**src/rtl/mwrite_if.sv**
```systemverilog
// MMU data-write port between the memory-write stage (master) and the MMU (slave).
// Latency: none, wires only.
// Backpressure: DATA_WREN is held until the MMU returns a one-cycle DATA_WDONE.
interface mwrite_if #(
    parameter int XLEN = 32
);
    logic            DATA_WREN;
    logic [XLEN-1:0] DATA_WADDR;
    logic [XLEN-1:0] DATA_WDATA;
    logic            DATA_WDONE;

    modport master (
        output DATA_WREN,
        output DATA_WADDR,
        output DATA_WDATA,
        input  DATA_WDONE
    );

    modport slave (
        input  DATA_WREN,
        input  DATA_WADDR,
        input  DATA_WDATA,
        output DATA_WDONE
    );
endinterface

```
**src/rtl/mwrite.sv**
```systemverilog
// Memory-write stage: one slot, drives the MMU store port, commits rd/CSR/jump once (MWRITE_TIMEOUT_EN adds a store watchdog).
// Latency: 1 cycle for non-stores; stores commit in the DATA_WDONE cycle (>= 1).
// Backpressure: MEMW_BUSY is high while a store is unacknowledged; capture only when MEM_WAIT=0.
module mwrite #(
    parameter int XLEN = 32
`ifdef MWRITE_TIMEOUT_EN
   ,parameter int TIMEOUT_CYCLES = 1024
`endif
) (
    input  logic             CLK,
    input  logic             RST,
    input  logic             FLUSH,
    input  logic             MEM_WAIT,
    output logic             MEMW_BUSY,
    input  logic [4:0]       MEMR_REG_W_RD,
    input  logic [XLEN-1:0]  MEMR_REG_W_DATA,
    input  logic             MEMR_CSR_W_EN,
    input  logic [11:0]      MEMR_CSR_W_ADDR,
    input  logic [XLEN-1:0]  MEMR_CSR_W_DATA,
    input  logic             MEMR_MEM_W_EN,
    input  logic [XLEN-1:0]  MEMR_MEM_W_ADDR,
    input  logic [XLEN-1:0]  MEMR_MEM_W_DATA,
    input  logic             MEMR_JMP_DO,
    input  logic [XLEN-1:0]  MEMR_JMP_PC,
    mwrite_if.master         dmem,
    output logic [4:0]       MEMW_REG_W_RD,
    output logic [XLEN-1:0]  MEMW_REG_W_DATA,
    output logic             MEMW_CSR_W_EN,
    output logic [11:0]      MEMW_CSR_W_ADDR,
    output logic [XLEN-1:0]  MEMW_CSR_W_DATA,
    output logic             MEMW_JMP_DO,
    output logic [XLEN-1:0]  MEMW_JMP_PC,
    output logic             MEMW_ERR
);

    typedef enum logic {IDLE, WRITE} state_t;

    // Store address keeps only the word part; byte offset is always 0 on the port.
    typedef struct packed {
        logic [4:0]      rd;
        logic [XLEN-1:0] rd_dat;
        logic            csr_en;
        logic [11:0]     csr_addr;
        logic [XLEN-1:0] csr_dat;
        logic [XLEN-3:0] st_addr;
        logic [XLEN-1:0] st_dat;
        logic            jmp_do;
        logic [XLEN-1:0] jmp_pc;
    } slot_t;

    state_t state;
    slot_t  slot;
    logic   pend;
    logic   capture;
    logic   timeout;
    logic   done;
    logic   commit;
    logic   new_store;

`ifdef MWRITE_TIMEOUT_EN
    localparam int CW = $clog2(TIMEOUT_CYCLES + 1);
    logic [CW-1:0] tmo_cnt;

    assign timeout = (state == WRITE) && !dmem.DATA_WDONE &&
                     (tmo_cnt == CW'(TIMEOUT_CYCLES - 1));
`else
    assign timeout = 1'b0;
`endif

    assign capture   = !MEM_WAIT;
    assign new_store = !FLUSH && MEMR_MEM_W_EN;
    // A watchdog expiry retires the store exactly like an acknowledge.
    assign done      = (state == WRITE) && (dmem.DATA_WDONE || timeout);
    assign commit    = pend && ((state == IDLE) || done);

    always_ff @(posedge CLK) begin
        if (RST) begin
            state <= IDLE;
            slot  <= '0;
            pend  <= 1'b0;
        end else begin
            if (capture) begin
                pend <= 1'b1;
                if (FLUSH) begin
                    slot  <= '0;
                    state <= IDLE;
                end else begin
                    slot.rd       <= MEMR_REG_W_RD;
                    slot.rd_dat   <= MEMR_REG_W_DATA;
                    slot.csr_en   <= MEMR_CSR_W_EN;
                    slot.csr_addr <= MEMR_CSR_W_ADDR;
                    slot.csr_dat  <= MEMR_CSR_W_DATA;
                    slot.st_addr  <= MEMR_MEM_W_ADDR[XLEN-1:2];
                    slot.st_dat   <= MEMR_MEM_W_DATA;
                    slot.jmp_do   <= MEMR_JMP_DO;
                    slot.jmp_pc   <= MEMR_JMP_PC;
                    state         <= MEMR_MEM_W_EN ? WRITE : IDLE;
                end
            end else begin
                if (commit)
                    pend <= 1'b0;
                if (done)
                    state <= IDLE;
            end
        end
    end

`ifdef MWRITE_TIMEOUT_EN
    always_ff @(posedge CLK) begin
        if (RST)
            tmo_cnt <= '0;
        else if (capture && new_store)
            tmo_cnt <= '0;
        else if (state == WRITE)
            tmo_cnt <= tmo_cnt + CW'(1);
    end
`endif

    assign MEMW_BUSY       = (state == WRITE) && !done;
    assign MEMW_ERR        = timeout;

    assign dmem.DATA_WREN  = (state == WRITE);
    assign dmem.DATA_WADDR = {slot.st_addr, 2'b00};
    assign dmem.DATA_WDATA = slot.st_dat;

    assign MEMW_REG_W_RD   = commit ? slot.rd : 5'd0;
    assign MEMW_REG_W_DATA = slot.rd_dat;
    assign MEMW_CSR_W_EN   = commit && slot.csr_en;
    assign MEMW_CSR_W_ADDR = slot.csr_addr;
    assign MEMW_CSR_W_DATA = slot.csr_dat;
    assign MEMW_JMP_DO     = commit && slot.jmp_do;
    assign MEMW_JMP_PC     = slot.jmp_pc;

endmodule

```
**src/flat_wrapper.sv**
```systemverilog
// flat-port wrapper written by rule: the top's interface ports become plain ports
module mwrite_flat 
#(
    parameter int XLEN = 32

)
  (CLK, RST, FLUSH, MEM_WAIT, MEMW_BUSY, MEMR_REG_W_RD, MEMR_REG_W_DATA, MEMR_CSR_W_EN, MEMR_CSR_W_ADDR, MEMR_CSR_W_DATA, MEMR_MEM_W_EN, MEMR_MEM_W_ADDR, MEMR_MEM_W_DATA, MEMR_JMP_DO, MEMR_JMP_PC, MEMW_REG_W_RD, MEMW_REG_W_DATA, MEMW_CSR_W_EN, MEMW_CSR_W_ADDR, MEMW_CSR_W_DATA, MEMW_JMP_DO, MEMW_JMP_PC, MEMW_ERR, dmem_DATA_WREN, dmem_DATA_WADDR, dmem_DATA_WDATA, dmem_DATA_WDONE);
  mwrite_if #(.XLEN(XLEN)) dmem_i ();
  input  logic CLK;
  input  logic RST;
  input  logic FLUSH;
  input  logic MEM_WAIT;
  output logic MEMW_BUSY;
  input  logic [4:0] MEMR_REG_W_RD;
  input  logic [XLEN-1:0] MEMR_REG_W_DATA;
  input  logic MEMR_CSR_W_EN;
  input  logic [11:0] MEMR_CSR_W_ADDR;
  input  logic [XLEN-1:0] MEMR_CSR_W_DATA;
  input  logic MEMR_MEM_W_EN;
  input  logic [XLEN-1:0] MEMR_MEM_W_ADDR;
  input  logic [XLEN-1:0] MEMR_MEM_W_DATA;
  input  logic MEMR_JMP_DO;
  input  logic [XLEN-1:0] MEMR_JMP_PC;
  output logic [4:0] MEMW_REG_W_RD;
  output logic [XLEN-1:0] MEMW_REG_W_DATA;
  output logic MEMW_CSR_W_EN;
  output logic [11:0] MEMW_CSR_W_ADDR;
  output logic [XLEN-1:0] MEMW_CSR_W_DATA;
  output logic MEMW_JMP_DO;
  output logic [XLEN-1:0] MEMW_JMP_PC;
  output logic MEMW_ERR;
  output wire logic [$bits(dmem_i.DATA_WREN)-1:0] dmem_DATA_WREN;
  output wire logic [$bits(dmem_i.DATA_WADDR)-1:0] dmem_DATA_WADDR;
  output wire logic [$bits(dmem_i.DATA_WDATA)-1:0] dmem_DATA_WDATA;
  input wire logic [$bits(dmem_i.DATA_WDONE)-1:0] dmem_DATA_WDONE;
  assign dmem_DATA_WREN = dmem_i.DATA_WREN;
  assign dmem_DATA_WADDR = dmem_i.DATA_WADDR;
  assign dmem_DATA_WDATA = dmem_i.DATA_WDATA;
  assign dmem_i.DATA_WDONE = dmem_DATA_WDONE;
  mwrite #(.XLEN(XLEN)) u_core (.CLK(CLK), .RST(RST), .FLUSH(FLUSH), .MEM_WAIT(MEM_WAIT), .MEMW_BUSY(MEMW_BUSY), .MEMR_REG_W_RD(MEMR_REG_W_RD), .MEMR_REG_W_DATA(MEMR_REG_W_DATA), .MEMR_CSR_W_EN(MEMR_CSR_W_EN), .MEMR_CSR_W_ADDR(MEMR_CSR_W_ADDR), .MEMR_CSR_W_DATA(MEMR_CSR_W_DATA), .MEMR_MEM_W_EN(MEMR_MEM_W_EN), .MEMR_MEM_W_ADDR(MEMR_MEM_W_ADDR), .MEMR_MEM_W_DATA(MEMR_MEM_W_DATA), .MEMR_JMP_DO(MEMR_JMP_DO), .MEMR_JMP_PC(MEMR_JMP_PC), .dmem(dmem_i), .MEMW_REG_W_RD(MEMW_REG_W_RD), .MEMW_REG_W_DATA(MEMW_REG_W_DATA), .MEMW_CSR_W_EN(MEMW_CSR_W_EN), .MEMW_CSR_W_ADDR(MEMW_CSR_W_ADDR), .MEMW_CSR_W_DATA(MEMW_CSR_W_DATA), .MEMW_JMP_DO(MEMW_JMP_DO), .MEMW_JMP_PC(MEMW_JMP_PC), .MEMW_ERR(MEMW_ERR));
endmodule
```
**config.mk**
```make
export PLATFORM = sky130hd
export DESIGN_NAME = mwrite_flat
export DESIGN_NICKNAME = d
export VERILOG_FILES = /design/src/rtl/mwrite_if.sv /design/src/rtl/mwrite.sv /design/src/flat_wrapper.sv
export SDC_FILE = /design/constraint.sdc
export NUM_CORES = 1
export LEC_CHECK = 0
export ABC_AREA = 1
export BUFFER_PORTS_ARGS = -buffer_cell sky130_fd_sc_hd__buf_2
export CORE_AREA = 2 2 143 145
export CTS_BUF_LIST = sky130_fd_sc_hd__clkbuf_16
export DETAILED_ROUTE_END_ITERATION = 6
export DIE_AREA = 0 0 145 147
export PLACE_DENSITY = 0.77
export SYNTH_ARGS = -nofsm -noshare
export SYNTH_HDL_FRONTEND = slang
export SYNTH_SLANG_ARGS = --single-unit
```
**constraint.sdc**
```tcl
create_clock -name CLK -period 1.6 [get_ports CLK]
set_clock_uncertainty 0.15 [all_clocks]
set_input_delay 0.4 -clock CLK [delete_from_list [all_inputs] [get_ports CLK]]
set_output_delay 0.4 -clock CLK [all_outputs]
set_load 0.02 [all_outputs]
```
Word level (Yosys, flattened, before mapping)
Cells that the tools add are included.
Cells by class
  $add $sub $neg: 0
  multiply operators: 0
  divide/modulo/power cells: 0
  magnitude comparators: 0
  equal/unequal tests: 2
  shift-type cells: 0
  mux-type cells: 8
  bitwise gates (word level): 1
  reductions and logical operators: 7
Operator list (count)
  two-way mux 177 bit: 1
  two-way mux 1 bit: 6
  logical AND 1 bit: 5
  two-way mux 5 bit: 1
  != test 2 x 1 -> 1 bit, second input constant: 2
  zero test 1 bit: 1
  logical OR 1 bit: 1
  inverter 1 bit: 1
Word-level totals
  register bits: 179
  bits in latches: 0
  RAM bits: 0
  ROM bits: 0
  input port bits: 185
  memories: 0

Longest topological paths before layout
Gate-level depths: netlist of the first run.
  word-level depth: 5
  mapped depth: 6
  depth with buffers taken out: 5

Worst setup path before layout of the first run
No wires, ideal clock.
  path kind: input to output
  start point: in dmem_DATA_WDONE
  end point: out MEMW_CSR_W_EN
  arrival time: 0.929 ns
  slack: 0.121 ns
  cell stages on the path: 4
  cell sequence: inv_1 nand2_1 nand2_1 nor2_1
Between the ends
  longest elaborated chain between the ends: 4
Ends and longest elaborated chain
  start, declared: line flat_wrapper.sv:35  | input wire logic [$bits(dmem_i.DATA_WDONE)-1:0] dmem_DATA_WDONE;
  logical AND 1 bit: line mwrite.sv:73  | assign done = (state == WRITE) && (dmem.DATA_WDONE || timeout);
  logical OR 1 bit: line mwrite.sv:74  | assign commit = pend && ((state == IDLE) || done);
  logical AND 1 bit: line mwrite.sv:74
  logical AND 1 bit: line mwrite.sv:128  | assign MEMW_CSR_W_EN = commit && slot.csr_en;
  end, declared: line flat_wrapper.sv:26  | output logic MEMW_CSR_W_EN;
Every way passes these cells.

Worst setup path after layout of the first run
  start point: reg u_core.state (netlist: u_core.dmem.DATA_WREN)
  end point: out MEMW_REG_W_RD[0]
Between the ends
  longest elaborated chain between the ends: 4
Ends and longest elaborated chain
  start, declared: line mwrite.sv:51  | state_t state;
  start signal, assigned: line mwrite.sv:97  | state <= MEMR_MEM_W_EN ? WRITE : IDLE;
  logical AND 1 bit or inverter 1 bit (tied branches): line mwrite.sv:73, mwrite.sv:74
  logical OR 1 bit (*): line mwrite.sv:74
  logical AND 1 bit (*): line mwrite.sv:74
  two-way mux 5 bit (*): line mwrite.sv:126  | assign MEMW_REG_W_RD = commit ? slot.rd : 5'd0;
  end, declared: line flat_wrapper.sv:24  | output logic [4:0] MEMW_REG_W_RD;
Mark *: on every way between the ends. The rest lies on a longest branch, timed or not.

==> results of run 1 <==
[worst max path at each step]
stage,from,endpoint
global route,u_core.dmem.DATA_WREN$_SDFFE_PP0P_,MEMW_REG_W_RD[0]
global placement,dmem_DATA_WDONE,MEMW_REG_W_RD[2]
CTS,u_core.dmem.DATA_WREN$_SDFFE_PP0P_,MEMW_CSR_W_EN
finish,u_core.dmem.DATA_WREN$_SDFFE_PP0P_,MEMW_REG_W_RD[0]
floorplan,dmem_DATA_WDONE,MEMW_CSR_W_EN
detailed placement,dmem_DATA_WDONE,MEMW_REG_W_RD[2]
[logic make-up after synthesis]
kind of cell	after synthesis
AO/OA/AOI/OAI	178
AND/OR/NAND/NOR	369
buffers and inverters	244
flip-flops	179
other	1
[area by class of cell]
class | count | area share, %
diodes | 1 | 0.0276
inverters | 12 | 0.496
clock buffers | 17 | 4.69
well taps | 270 | 3.72
repair buffers | 395 | 24.5
clock inverters | 15 | 1.35
flip-flops and latches | 179 | 39.5
multi-input cells | 550 | 25.7
[worst reg2reg max path, delay by kind of cell (launching register included)]
family / cells / cell delay [ps]
and+or+nand+nor: 4 / 360
DFF: 1 / 350
[per-stage QoR]
step	worst slack [ps]	utilization (%)	hold WS (ps)	area (um2)	total power [uW]
detailed placement	-175	42.5	298	8440	5960
CTS	-169	45.6	51.2	9050	9910
floorplan	121	-	287	7520	5640
global placement	-173	42.5	291	8440	5940
finish	-143	45.7	73.1	9080	9790
global route	-222	45.7	49.4	9070	10200
[state kept, by name (all words and copies together), names as in the netlist]
register / cells
u_core.MEMW_JMP_PC: 32
u_core.slot: 7
u_core.pend: 1
u_core.dmem.DATA_WADDR: 30
u_core.MEMW_REG_W_DATA: 32
u_core.dmem.DATA_WDATA: 32
u_core.MEMW_CSR_W_DATA: 32
u_core.dmem.DATA_WREN: 1
u_core.MEMW_CSR_W_ADDR: 12
[placed cells by master, fill, tap and decap left out, types with 6 or more instances in the layout]
cell       netlist  routed
buf_6            1       6
a21oi_1        178     178
nand2_1        358     356
clkbuf_16        0      17
nor2_2           0       7
buf_2            7     351
buf_4          189      29
buf_12           0       9
dfxtp_1        179     177
inv_1           12      12
[power groups by stage]
stage / Sequential (uW) / Combinational, uW / Clock, uW
after floorplan: 4790 / 841 / 0
after global placement: 4800 / 1140 / 0
after detailed placement: 4810 / 1150 / 0
after CTS: 4710 / 1160 / 4040
after global routing: 4730 / 1270 / 4250
final: 4710 / 1160 / 3920
[timing repair]
item	in CTS	in global routing
pin swaps	2	0
cloned	0	0
hold buffers	0	0
setup buffers	1	0
endpoints found under the setup margin	8	8
resized for setup	21	6
[metal layers]
| metal | vias to the layer above | wire length, um | share of wire (%) |
|---|---|---|---|
| li1 | 3253 | - | - |
| met5 | - | 0 | 0 |
| met2 | 280 | 8730 | 48 |
| met1 | 2889 | 7830 | 43 |
| met4 | 0 | 309 | 1.7 |
| met3 | 21 | 1420 | 7.8 |
==> qor.txt, run 1 <==
Die H: 147 um
CP Launch Type: register
Slowest-stage cell, CP: dfxtp_2
Max Slew Vio Count: 0
Synth top area share: 47.7%
Fmax: 0.574 GHz
Seq/Total Area, Yosys: 47.7%
XOR/XNOR Fraction of Synth Area: 0%
Clock Path Buffers: 2
Vias: 6443
Synth top cells by count: nand2_1, buf_4, dfxtp_1
Crit path capture type: output pin
Initial DRC count: 239
Pwr Density: 1080 mW/mm2
Clock root buffer: clkbuf_16
GRT met3 Usage: 5.31%
Worst Reg2Reg Path Length in Cells: 4
# fillers: 1974
Core area: 0.0198 mm2
Routability cong.: 0.796
Vias per cell: 4.48
Setup violations, final: 8
Sw Pwr: 2650 uW
Site Rows: 52
Top FF cell, synth: dfxtp_1
Worst skew pair latency: 410 ps
Area contributors post-synth: dfxtp_1, buf_4, nand2_1, a21oi_1, clkbuf_1
Depth of the worst hold-timing path: 3
CP Depth: 4
CP arrival: 1190 ps
Final min period: 1740 ps
RR Startpoint: u_core.dmem.DATA_WREN$_SDFFE_PP0P_
CTS tree: built
R2r setup slk: 660 ps
Post-route ant nets: 0
Adder-Cell Fraction of Synth Area: 0%
R2r endpoint: u_core.dmem.DATA_WREN$_SDFFE_PP0P_
Synthesized area: 0.00751 mm2
Post-DP HPWL: 13200 um
Pleak: 0.00424 uW
Most common cell in the netlist: nand2_1
Hold_sp: MEMR_REG_W_DATA[31]
Crit Path Category: reg -> out
Area Overhead vs Synth: 20.8%
Worst path cell trace: nand2_4 -> nand2_8 -> nor2_2 -> buf_4
RSZ-0062 raised after global routing: yes
Storage cell area: 0.00359 mm2
Share of layout cells above drive strength 1: 37.4%
Share of power burned in registers: 48.1%
Syn Area/Cell: 7.74 um2
CP max FO: 7
Cells after synthesis: 971
PortBufs: 361
Internal power: 7130 uW
Avg WL per Cell: 12.7 um
Detailed-route DRC error count: 0
Final instance count without filler cells: 1439
Vias in the first global route: 5927
Placed insts: 1405
Buf/Inv on CP: 1
Synth warn: 0
Sw frac: 27.1%
Aggregate global-route resource usage: 16.6%
Largest delay share family, worst path: flip-flops
Maxcap violations: 0
Ys async rst share: 0%
# nets final: 1340
Outcome: finished, violations left
Mux contribution to synthesized area: 0%
Final wirelength: 18300 um
Number of buffers created by CTS: 17
Initial antenna violation count: 0
Largest net degree at the start of global routing: 98
Logic pwr share: 11.9%
Final period utilization: 109%
Met2 Use GR: 28.2%
Distinct cells, synth: 12
IO Count: 367
Final setup margin: -143 ps
M1 GR Usage: 19.9%
Remaining Overflow, GRT: 0
Htree depth: 4
Die Wd: 145 um
Grt peak-use layer: met2
Yosys top cell by area: dfxtp_1
Die Area: 0.0213 mm2
EDFF count, synth: 0
Critical Path RT: 1050 ps
Violated checks: negative setup slack
Worst vdd ir: 0.641 mV
Clock Pin Slew Worst Setup and Hold Paths: 70 ps
Post-route setup TNS: -1000 ps
First-pass GRT wire length: 28900 um
Post-synthesis compound-gate area fraction: 11.9%
Hold endpoint: u_core.MEMW_REG_W_DATA[31]$_SDFFE_PP0N_
Clock Sinks: 179
Yosys reg bits: 179
Crit-path max cell delay: 340 ps
Clk pwr share: 40.0%
Fin. Hold Viols: 0
Initial core utilization: 37.9%
Post-Synth Simple-Gate Area: 18.5%
Hold WC Path Type: in -> reg
Multi-input logic area: 0.00234 mm2
Pre-antenna DRT Iters: 5
Largest family of logic cells by synthesized area: buffers and inverters
(Power assumes the default switching activity.)
==> run 2: changes to the inputs <==
ABC_AREA = 0   (was 1)
CORE_AREA = 2 2 144 146   (was 2 2 143 145)
DIE_AREA = 0 0 146 148   (was 0 0 145 147)
PLACE_DENSITY = 0.85   (was 0.77)
==> run 2 against run 1 <==
The flow still finishes with violations (negative setup slack); register-to-register slack lost 20 ps; setup slack lost 15 ps; hold slack gained 6.9 ps; critical path type unchanged; largest cell class is now multi-input gates.
==> qor.txt, run 2 <==
Placed insts: 1392 (was 1405)
Vias in the first global route: 6426 (was 5927)
Pwr Density: 953 mW/mm2 (was 1080 mW/mm2)
Final wirelength: 20500 um (was 18300 um)
Post-Place Worst Slack: -156 ps (was -175 ps)
Die H: 148 um (was 147 um)
Most common cell in the netlist: dfxtp_1 (was nand2_1)
Final period utilization: 110% (was 109%)
Worst skew pair latency: 410 ps (about the same)
Die Wd: 146 um (was 145 um)
Setup violations, final: 8 (unchanged)
Final instance count without filler cells: 1428 (was 1439)
Number of buffers created by CTS: 17 (unchanged)
Clock root buffer: clkbuf_16 (unchanged)
Ys async rst share: 0% (unchanged)
Htree depth: 4 (unchanged)
Yosys reg bits: 179 (unchanged)
Post-DP HPWL: 14600 um (was 13200 um)
Crit Path Category: reg -> out (unchanged)
Synthesized area: 0.00913 mm2 (was 0.00751 mm2)
Depth of the worst hold-timing path: 2 (was 3)
Multi-input logic area: 0.00385 mm2 (was 0.00234 mm2)
# fillers: 1784 (was 1974)
Pleak: 0.00468 uW (was 0.00424 uW)
Critical Path RT: 1050 ps (about the same)
Hold_sp: RST (was MEMR_REG_W_DATA[31])
Worst Reg2Reg Path Length in Cells: 3 (was 4)
Area Overhead vs Synth: 17.3% (was 20.8%)
CP Launch Type: register (unchanged)
Final min period: 1760 ps (was 1740 ps)
Remaining Overflow, GRT: 0 (unchanged)
Largest net degree at the start of global routing: 90 (was 98)
R2r setup slk: 640 ps (was 660 ps)
Cells after synthesis: 978 (was 971)
RR Startpoint: u_core.dmem.DATA_WREN$_SDFFE_PP0P_ (unchanged)
CP max FO: 5 (was 7)
Commonest non-fill, non-tap cell in the layout: buf_2 (was nand2_1)
Outcome: finished, violations left (unchanged)
Distinct cells, synth: 17 (was 12)
Site Rows: 52 (unchanged)
Storage cell area: 0.00359 mm2 (about the same)
Aggregate global-route resource usage: 17.9% (was 16.6%)
Avg WL per Cell: 14.3 um (was 12.7 um)
Initial antenna violation count: 2 (was 0)
Clock Path Buffers: 2 (unchanged)
Most frequent cells in the layout: buf_2, nand2_1, nand2b_1, dfxtp_1, o22ai_2 (was nand2_1, buf_2, a21oi_1)
Worst vdd ir: 0.649 mV (was 0.641 mV)
Violated checks: negative setup slack (unchanged)
PortBufs: 361 (unchanged)
Syn Area/Cell: 9.33 um2 (was 7.74 um2)
Share of layout cells above drive strength 1: 49.3% (was 37.4%)
Hold WC Path Type: in -> reg (unchanged)
Clock Sinks: 179 (unchanged)
Hold endpoint: u_core.MEMW_JMP_PC[21]$_SDFFE_PP0N_ (was u_core.MEMW_REG_W_DATA[31]$_SDFFE_PP0N_)
Top FF cell, synth: dfxtp_1 (unchanged)
Detailed-route DRC error count: 0 (unchanged)
EDFF count, synth: 0 (unchanged)
Final setup margin: -158 ps (was -143 ps)
Crit path capture type: output pin (unchanged)
Post-route setup TNS: -1150 ps (was -1000 ps)
Pre-antenna DRT Iters: 5 (unchanged)
Max Slew Vio Count: 0 (unchanged)
Fin area: 0.0107 mm2 (was 0.00908 mm2)
Cell Area, Placed: 0.0100 mm2 (was 0.00844 mm2)
Synth warn: 0 (unchanged)
IO Count: 367 (unchanged)
Seq/Total Area, Yosys: 39.3% (was 47.7%)
Area contributors post-synth: dfxtp_1, o22ai_2, buf_4, nand2b_1, nand2_1 (was dfxtp_1, buf_4, nand2_1, a21oi_1, clkbuf_1)
N_diodes: 0 (was 1)
R2r endpoint: u_core.pend$_SDFFE_PP0P_ (was u_core.dmem.DATA_WREN$_SDFFE_PP0P_)
Routability cong.: 0.805 (was 0.796)
RSZ-0062 raised after global routing: yes (unchanged)
Maxcap violations: 0 (unchanged)
Initial DRC count: 297 (was 239)
CP arrival: 1210 ps (was 1190 ps)
Fin. Hold Viols: 0 (unchanged)
Vias per cell: 4.77 (was 4.48)
Synth top cells by count: dfxtp_1, nand2b_1, nand2_1 (was nand2_1, buf_4, dfxtp_1)
PnR Total Power: 10200 uW (was 9790 uW)
Core area: 0.0200 mm2 (was 0.0198 mm2)
Fmax: 0.569 GHz (was 0.574 GHz)
Post-route ant nets: 0 (unchanged)
Synth top area share: 39.3% (was 47.7%)
CTS tree: built (unchanged)
Die Area: 0.0216 mm2 (was 0.0213 mm2)
# nets final: 1330 (was 1340)
First-pass GRT wire length: 31800 um (was 28900 um)
Vias: 6816 (was 6443)
Cts-stage hold buffer count: 0 (unchanged)
Yosys top cell by area: dfxtp_1 (unchanged)
Clock Pin Slew Worst Setup and Hold Paths: 70 ps (about the same)
Initial core utilization: 45.5% (was 37.9%)
[run 2: area by class of cell]
type | instances | area share, %
inverters | 2 | 0.0701
multi-input cells | 548 | 36.0
repair buffers | 397 | 22.1
well taps | 270 | 3.15
clock inverters | 15 | 1.22
flip-flops and latches | 179 | 33.5
clock buffers | 17 | 3.97
[run 2: worst max-delay path, stage by stage, from the launching register on]
cell and delay [ps]:
dfxtp_4 370, nand2b_4 110, and3_4 200, buf_6 110
[run 2: per-stage QoR]
stage / util (%) / hold WS [ps]
after CTS: 53.3 / 60.2
after global placement: 50.0 / 303
final: 53.4 / 80.0
after detailed placement: 50.0 / 314
after floorplan: - / 287
after global routing: 53.4 / 60.5
[run 2: logic make-up (layout without fill, tap and decap cells)]
group	Yosys count	after routing	synth area share, %
AOI/OAI and AO/OA	179	179	21.3
buffers and inverters	254	431	19.2
DFF	179	179	39.3
other	1	3	0.0411
and+or+nand+nor	365	366	20.2
[run 2: power breakdown]
group          internal [uW]  leakage [uW]  switching, uW
logic                    690       0.00294            861
clock network           2040      0.000272           1890
registers               4630       0.00146           90.2
[run 2: metal layers]
layer / vias to the layer above / share of wire, % / routed length, um / global-route usage, %
met5: - / 0.13 / 26 / 0
met4: 4 / 2.3 / 477 / 6.75
met3: 37 / 6.7 / 1370 / 5.31
met2: 233 / 50 / 10300 / 31.7
met1: 3129 / 40 / 8250 / 20.3
li1: 3413 / - / - / -
[run 2: timing repair]
item / in CTS / in global routing
pin swaps: 3 / 2
endpoints found under the setup margin: 8 / 9
resized for setup: 30 / 3
buffers inserted: 1 / 2
endpoints found under the hold margin: 0 / 0
gates cloned: 1 / 0
[run 2: worst max path at each step]
stage,from,end,slack (ps),depth (start not counted)
final,u_core.dmem.DATA_WREN$_SDFFE_PP0P_,MEMW_REG_W_RD[1],-160,3
after global routing,u_core.dmem.DATA_WREN$_SDFFE_PP0P_,MEMW_REG_W_RD[1],-220,3
after CTS,u_core.dmem.DATA_WREN$_SDFFE_PP0P_,MEMW_REG_W_RD[1],-160,3
after detailed placement,dmem_DATA_WDONE,MEMW_REG_W_RD[1],-160,4
after global placement,dmem_DATA_WDONE,MEMW_REG_W_RD[0],-110,4
after floorplan,u_core.dmem.DATA_WREN$_SDFFE_PP0P_,MEMW_CSR_W_EN,150,2
==> run 3: changes to the inputs <==
CORE_AREA = not set   (was 2 2 144 146)
CORE_ASPECT_RATIO = 0.6   (was not set)
CORE_MARGIN = 2   (was not set)
CORE_UTILIZATION = 49   (was not set)
DIE_AREA = not set   (was 0 0 146 148)
PLACE_DENSITY = 0.9   (was 0.85)
==> run 3 against run 2 <==
The run still ends with negative setup slack left; maximum frequency increased by 0.53%; global-route usage is 1.8 points higher; clock power down 5.9%.
==> qor.txt, run 3 (same netlist as run 2, synthesis figures left out) <==
Remaining Overflow, GRT: 0 (unchanged)
Aggregate global-route resource usage: 19.7% (was 17.9%)
Final setup margin: -149 ps (was -158 ps)
Clock Path Buffers: 2 (unchanged)
Die H: 110 um (was 148 um)
Site Rows: 38 (was 52)
Area Overhead vs Synth: 13.7% (was 17.3%)
Post-DP HPWL: 14700 um (was 14600 um)
Max Slew Vio Count: 0 (unchanged)
Measured slew at the worst slew-check pin: 532 ps
Worst path cell trace: nand2b_4 -> and3_4 -> buf_6 (unchanged)
Clock root buffer: clkbuf_16 (unchanged)
Rel. slew slack: 64.5%
Number of buffers created by CTS: 17 (unchanged)
Commonest non-fill, non-tap cell in the layout: buf_2 (unchanged)
Worst skew pair latency: 410 ps (about the same)
Fin. Hold Viols: 0 (unchanged)
Htree depth: 4 (unchanged)
Post-Place Worst Slack: -85.0 ps (was -156 ps)
CTS tree: built (unchanged)
Worst vdd ir: 0.677 mV (was 0.649 mV)
Initial core utilization: 50.2% (was 45.5%)
CP max FO: 8 (was 5)
# nets final: 1312 (was 1330)
CP arrival: 1200 ps (was 1210 ps)
Crit path capture type: output pin (unchanged)
Pwr Density: 956 mW/mm2 (was 953 mW/mm2)
Die Area: 0.0198 mm2 (was 0.0216 mm2)
Final core occ: 57.1% (was 53.4%)
Most frequent cells in the layout: buf_2, nand2_1, nand2b_1, dfxtp_1, o22ai_2 (unchanged)
Final wirelength: 20800 um (was 20500 um)
Vias: 6810 (was 6816)
Post-route ant nets: 0 (unchanged)
Crit-path max cell delay: 340 ps (was 370 ps)
Pre-antenna DRT Iters: 5 (unchanged)
Final period utilization: 109% (was 110%)
PnR Total Power: 9920 uW (was 10200 uW)
Final min period: 1750 ps (was 1760 ps)
IO Count: 367 (unchanged)
Fmax: 0.572 GHz (was 0.569 GHz)
Share of layout cells above drive strength 1: 47.9% (was 49.3%)
Critical Path RT: 1050 ps (about the same)
Core area: 0.0182 mm2 (was 0.0200 mm2)
Slowest-stage cell, CP: dfxtp_2 (was dfxtp_4)
Initial DRC count: 332 (was 297)
Post-route setup TNS: -1110 ps (was -1150 ps)
R2r setup slk: 670 ps (was 640 ps)
PortBufs: 361 (unchanged)
Routability cong.: 0.799 (was 0.805)
Hold WC Path Type: in -> reg (unchanged)
RSZ-0062 raised after global routing: yes (unchanged)
Violated checks: negative setup slack (unchanged)
Largest net degree at the start of global routing: 80 (was 90)
Clock Sinks: 179 (unchanged)
Vias per cell: 4.94 (was 4.77)
Initial antenna violation count: 0 (was 2)
CP Launch Type: register (unchanged)
Pleak: 0.00454 uW (was 0.00468 uW)
Clock Pin Slew Worst Setup and Hold Paths: 70 ps (about the same)
Outcome: finished, violations left (unchanged)
Maxcap violations: 0 (unchanged)
Avg WL per Cell: 15.0 um (was 14.3 um)
Crit Path Category: reg -> out (unchanged)
Setup violations, final: 8 (unchanged)
Die Wd: 180 um (was 146 um)
First-pass GRT wire length: 31500 um (was 31800 um)
Cts-stage hold buffer count: 0 (unchanged)
Detailed-route DRC error count: 0 (unchanged)
Vias in the first global route: 6303 (was 6426)
run 3: path summary, 6_finish.rpt:
| path | startpoint | endpoint | cells after the start |
|---|---|---|---|
| max | u_core.dmem.DATA_WREN$_SDFFE_PP0P_ | MEMW_REG_W_RD[1] | 3 |
| min reg2reg | u_core.MEMW_JMP_PC[29]$_SDFFE_PP0N_ | u_core.MEMW_JMP_PC[29]$_SDFFE_PP0N_ | 2 |
| min | MEMR_REG_W_DATA[13] | u_core.MEMW_REG_W_DATA[13]$_SDFFE_PP0N_ | 3 |
| max reg2reg | u_core.dmem.DATA_WREN$_SDFFE_PP0P_ | u_core.dmem.DATA_WREN$_SDFFE_PP0P_ | 3 |
run 3: cell type report:
| type | instances | area (um2) |
|---|---|---|
| repair buffers | 380 | 2130 |
| clock buffers | 17 | 425 |
| fillers | 1615 | 7780 |
| well taps | 240 | 300 |
| flip-flops and latches | 179 | 3590 |
| multi-input cells | 547 | 3840 |
| inverters | 2 | 7.51 |
| clock inverters | 13 | 81.3 |
| diodes | 1 | 2.50 |
run 3: worst max-delay path, delay by kind of cell, from the launching register on:
kind	cells	cell delay [ps]
flip-flops	1	340
AND/OR/NAND/NOR	2	330
buffers and inverters	1	120
run 3: where the power goes:
group | switching (uW) | total [uW] | leakage [uW] | internal [uW]
registers | 92.0 | 4730 | 0.00146 | 4640
clock network | 1630 | 3700 | 0.000261 | 2070
logic | 853 | 1490 | 0.00281 | 635
total | 2580 | 9920 | 0.00454 | 7340
run 3: stage by stage:
step | hold WS [ps] | instances | area [um2]
CTS | 75.4 | 1378 | 10400
floorplan | 287 | 980 | 9130
detailed placement | 313 | 1347 | 9760
finish | 96.2 | 1379 | 10400
global placement | 305 | 1347 | 9760
global route | 77.2 | 1378 | 10400
run 3: repair_timing:
| action | in CTS | in global routing |
|---|---|---|
| gates resized for setup | 29 | 0 |
| setup buffers | 1 | 0 |
| hold endpoints to repair | 0 | 0 |
| pin swaps | 7 | 0 |
| endpoints found under the setup margin | 8 | 9 |
run 3: routing by layer:
| metal | vias up | part of all wire [%] | track usage, % |
|---|---|---|---|
| met5 | - | 0 | 0 |
| met4 | 0 | 2.1 | 6.45 |
| met3 | 35 | 7.0 | 6.86 |
| met2 | 237 | 49 | 33.8 |
| met1 | 3168 | 42 | 23.4 |
| li1 | 3370 | - | - |
